<file path="src/rtl/fifo_pkg.sv">
// Shared defaults and the per-cycle operation encoding for the FIFO controller.
package fifo_pkg;
    localparam int FIFO_ADDR_WIDTH = 2;
    localparam int FIFO_DATA_WIDTH = 8;

    // {push, pop} after qualification by the flags
    typedef enum logic [1:0] {
        OP_IDLE = 2'b00,
        OP_POP  = 2'b01,
        OP_PUSH = 2'b10,
        OP_BOTH = 2'b11
    } fifo_op_e;
endpackage

</file>
<file path="src/rtl/fifo_regfile.sv">
// FIFO storage: one synchronous write port, one asynchronous read port, no reset.
module fifo_regfile
    import fifo_pkg::*;
#(
    parameter int ADDR_WIDTH = FIFO_ADDR_WIDTH,
    parameter int DATA_WIDTH = FIFO_DATA_WIDTH
) (
    input  logic                  clk,
    input  logic                  we,
    input  logic [ADDR_WIDTH-1:0] waddr,
    input  logic [DATA_WIDTH-1:0] wdata,
    input  logic [ADDR_WIDTH-1:0] raddr,
    output logic [DATA_WIDTH-1:0] rdata
);
    localparam int DEPTH = 2 ** ADDR_WIDTH;

    logic [DEPTH-1:0][DATA_WIDTH-1:0] mem;

    always_ff @(posedge clk) begin
        if (we)
            mem[waddr] <= wdata;
    end

    assign rdata = mem[raddr];
endmodule

</file>
<file path="src/rtl/fifo_ctrl.sv">
// First-word fall-through FIFO controller with registered full/empty flags.
// Define FIFO_COUNT_EN to add a registered occupancy output 'count'.
module fifo_ctrl
    import fifo_pkg::*;
#(
    parameter int ADDR_WIDTH = FIFO_ADDR_WIDTH,
    parameter int DATA_WIDTH = FIFO_DATA_WIDTH
) (
    input  logic                  clk,
    input  logic                  reset,
    input  logic                  wr,
    input  logic [DATA_WIDTH-1:0] wr_data,
    output logic                  full,
    input  logic                  rd,
    output logic [DATA_WIDTH-1:0] rd_data,
`ifdef FIFO_COUNT_EN
    output logic [ADDR_WIDTH:0]   count,
`endif
    output logic                  empty
);
    logic [ADDR_WIDTH-1:0] wr_ptr, rd_ptr;
    logic [ADDR_WIDTH-1:0] wr_ptr_nxt, rd_ptr_nxt;
    logic                  push, pop;
    fifo_op_e              op;

    // A write while full is accepted only when a pop frees the head the same edge
    assign pop        = rd & ~empty;
    assign push       = wr & (~full | rd);
    assign wr_ptr_nxt = wr_ptr + ADDR_WIDTH'(1);
    assign rd_ptr_nxt = rd_ptr + ADDR_WIDTH'(1);

    always_comb begin
        op = OP_IDLE;
        case ({push, pop})
            2'b01:   op = OP_POP;
            2'b10:   op = OP_PUSH;
            2'b11:   op = OP_BOTH;
            default: op = OP_IDLE;
        endcase
    end

    fifo_regfile #(
        .ADDR_WIDTH(ADDR_WIDTH),
        .DATA_WIDTH(DATA_WIDTH)
    ) u_regfile (
        .clk  (clk),
        .we   (push),
        .waddr(wr_ptr),
        .wdata(wr_data),
        .raddr(rd_ptr),
        .rdata(rd_data)
    );

    always_ff @(posedge clk or posedge reset) begin
        if (reset) begin
            wr_ptr <= '0;
            rd_ptr <= '0;
            empty  <= 1'b1;
            full   <= 1'b0;
        end else begin
            case (op)
                OP_PUSH: begin
                    wr_ptr <= wr_ptr_nxt;
                    empty  <= 1'b0;
                    full   <= (wr_ptr_nxt == rd_ptr);
                end
                OP_POP: begin
                    rd_ptr <= rd_ptr_nxt;
                    full   <= 1'b0;
                    empty  <= (rd_ptr_nxt == wr_ptr);
                end
                OP_BOTH: begin
                    wr_ptr <= wr_ptr_nxt;
                    rd_ptr <= rd_ptr_nxt;
                end
                default: ;
            endcase
        end
    end

`ifdef FIFO_COUNT_EN
    always_ff @(posedge clk or posedge reset) begin
        if (reset)
            count <= '0;
        else if (op == OP_PUSH)
            count <= count + (ADDR_WIDTH+1)'(1);
        else if (op == OP_POP)
            count <= count - (ADDR_WIDTH+1)'(1);
    end
`endif
endmodule

</file>
<file path="config.mk">
export PLATFORM = sky130hd
export DESIGN_NAME = fifo_ctrl
export DESIGN_NICKNAME = d
export VERILOG_FILES = /design/src/rtl/fifo_pkg.sv /design/src/rtl/fifo_regfile.sv /design/src/rtl/fifo_ctrl.sv
export SDC_FILE = /design/constraint.sdc
export NUM_CORES = 1
export LEC_CHECK = 0
export BUFFER_PORTS_ARGS = -buffer_cell sky130_fd_sc_hd__buf_2
export CORE_MARGIN = 1.5
export CORE_UTILIZATION = 59
export CTS_CLUSTER_DIAMETER = 30
export DETAILED_ROUTE_END_ITERATION = 8
export PLACE_DENSITY = 0.82
export SETUP_SLACK_MARGIN = 0.15
export SLEW_MARGIN = 20
export SYNTH_ARGS = -nofsm -noshare
export SYNTH_HDL_FRONTEND = slang
export SYNTH_SLANG_ARGS = --single-unit
</file>
<file path="constraint.sdc">
create_clock -name clk -period 4.3 [get_ports clk]
set_input_delay 0.86 -clock clk [delete_from_list [all_inputs] [get_ports clk]]
set_output_delay 0.86 -clock clk [all_outputs]
set_load 0.02 [all_outputs]
</file>
==> metrics.cfg <==
[yosys]
synth_edf_count = 32
synth_seq_cells = 38
ys_types = 21
synth_commonest_cells = 32 x edfxtp_1, 8 x mux4_2, 5 x dfrtp_1, 5 x ha_1, 5 x inv_1
synth_area_per_cell_um2 = 19.3
synthFlopType = edfxtp_1
ys_seq_area_frac = 0.720
yosysMostFrequentCell = edfxtp_1
postSynthCellCount = 80
synth_top_area_frac = 0.622
yosys.area.top_type = edfxtp_1
syn-cell-area_mm2 = 0.00155
yosysWarnings = 0
synth_area_leaders = edfxtp_1 62%, mux4_2 12%, dfrtp_1 8.1%
synthArstFlopShare = 0.158
syn_nets = 97

[clock_tree]
cts_hold_buf = 0
cts_tree = done
cts_buffers = 5
clkTransAtPathRegs_ps = 110
post-cts-setup-buffers = 0
ctsResizeCount = 0
htreeDepth = 2
root_buffer = clkbuf_4
cts_buffer_depth = 2
clock-sinks = 38
clock_latency_ps = 340

[route]
firstDrtPassIters = 4
wl_per_cell_um = 17.6
totalWireLength_um = 2420
initialDrtViolationCount = 19
viasPerCell = 5.58
ant_nets = 0
drc = 0
via_count = 764

[sta]
setup_viol = 0
final_max_slew_viol_count = 0
relSlewSlack = 0.592
fmax_mhz = 369
post-route-period-util = 0.630
tns_ps = 0
hold_viol = 0
min_period_ps = 2710
fin_skew_ps = 3.85
worst_slew_pin_slew_ps = 613
rsz0062_at_grt = no

[final_layout]
design_area_mm2 = 0.00174
area.growth.synth_to_final_pct = 12.9
diodes = 0
final_core_util = 0.704
drive_above_1_share = 0.346
fin_nets = 123

[global_route]
track_usage = 0.210
top_usage_layer = met2
globalRouteOverflowTotal = 0
use_met3 = 0.0833
grt.met1_usage = 0.264
antenna_found_initial = 0
grt_pass1_wl_um = 3860
grt_use_met2 = 0.323
grt_pass1_vias = 773
grt_start_max_net_pins = 13

[outcome]
status = finished clean

[placement]
gp_congestion = 0.638
dp_hpwl_um = 1680
port_buffers = 21
dpl_cell_area_mm2 = 0.00167

[die]
die-area_mm2 = 0.00293
std_cell_rows = 18
boundaryPins = 22
die_w_um = 54.2
coreArea_mm2 = 0.00248
die_y_um = 54.2
start_util = 0.624

[power_and_ir_drop]
clkPwrFrac = 0.199
vdd_drop_max_v = 0.000539
p_leak_nw = 0.660
p_int_mw = 0.796
p_per_area_mw_per_mm2 = 679
p_sw_frac = 0.328
combPwrFrac = 0.319
power.switching_mw = 0.388
pwr-share-seq = 0.482

[critical_path]
slowest_stage = dfrtp_1
worst-setup-path-type = flop to primary output
cp_max_fo = 12
cp.buffers_inverters = 1
max_stage_delay_ps = 750
worstSetupStartpointType = flop
required_ps = 3440
crit_family = flip-flops
path_cells = mux4_2 -> buf_2
cp.depth = 2
end_kind = primary output
rr_worst_depth = 5
worstPathArrival_ps = 1850

[flow_run]
drv_cap = 0

[hold_path]
hold_path.class = input pin to async pin

==> stage by stage <==
stage          hold slack (ps)  cells  total power, mW  worst slack, ps
2_1_floorplan              517     80            0.863             2360
3_3_place_gp               477    129            0.943             1960
3_5_place_dp               499    129            0.967             1920
4_1_cts                    408    137             1.20             1530
5_1_grt                    405    137             1.26             1430
6_report                   412    137             1.18             1590
==> cells in the final DEF (no fill, tap or decap), types with 2 or more instances in the layout <==
cell type,netlist,routed
clkbuf_4,0,5
buf_2,0,21
ha_1,5,5
edfxtp_1,32,32
and2_1,4,4
clkbuf_1,0,2
inv_1,5,5
mux4_2,8,8
nor2b_1,2,2
dfrtp_1,5,5
xnor2_1,3,3
xor2_1,2,2
nand2_1,3,3
==> sequential cells by signal (all words and copies together) (netlist names) <==
| name | flops |
|---|---|
| empty | 1 |
| full | 1 |
| rd_ptr | 2 |
| u_regfile.mem | 32 |
| wr_ptr | 2 |
==> worst register-to-register path: stages, from the launching register on <==
cell and delay [ps]:
dfrtp_1 410, inv_1 70, o21a_1 260, inv_1 90, ha_1 340, o41ai_1 360
==> cell families after synthesis <==
group / share of synthesized area
DFF: 0.720
and+or+nand+nor: 0.0429
muxes: 0.130
buffers and inverters: 0.0243
xor gates and xnor gates: 0.0283
adders and majority gates: 0.0405
AOI/OAI and AO/OA: 0.0138
==> layer usage <==
| layer | share of wire | up-vias |
|---|---|---|
| li1 | - | 353 |
| met1 | 0.42 | 389 |
| met2 | 0.52 | 16 |
| met3 | 0.046 | 6 |
| met4 | 0.018 | 0 |
| met5 | 0 | - |
==> power by group through the flow <==
stage	Sequential [mW]	Combinational [mW]	Clock [mW]
floorplan	0.532	0.331	0
global placement	0.572	0.371	0
detailed placement	0.583	0.384	0
CTS	0.574	0.385	0.238
global route	0.586	0.419	0.257
finish	0.571	0.378	0.235
==> layout make-up <==
type	count	area, um^2
clock buffer	7	45.0
clock inverter	1	30.0
fill	172	733
inverter	5	18.8
multi-input combinational	35	395
sequential	38	1110
tap	30	37.5
timing repair buffer	21	105
==> worst paths after layout <==
path / to / start / slack (ps)
setup / recovery: rd_data[5] / rd_ptr[0] / 1590
hold / removal: rd_ptr[1] / reset / 410
setup reg to reg: full / full / 2660
hold reg to reg: empty / empty / 510
max in group asynchronous: empty / reset / 3630
min in group clk: empty / empty / 510
(Power assumes the default switching activity.)
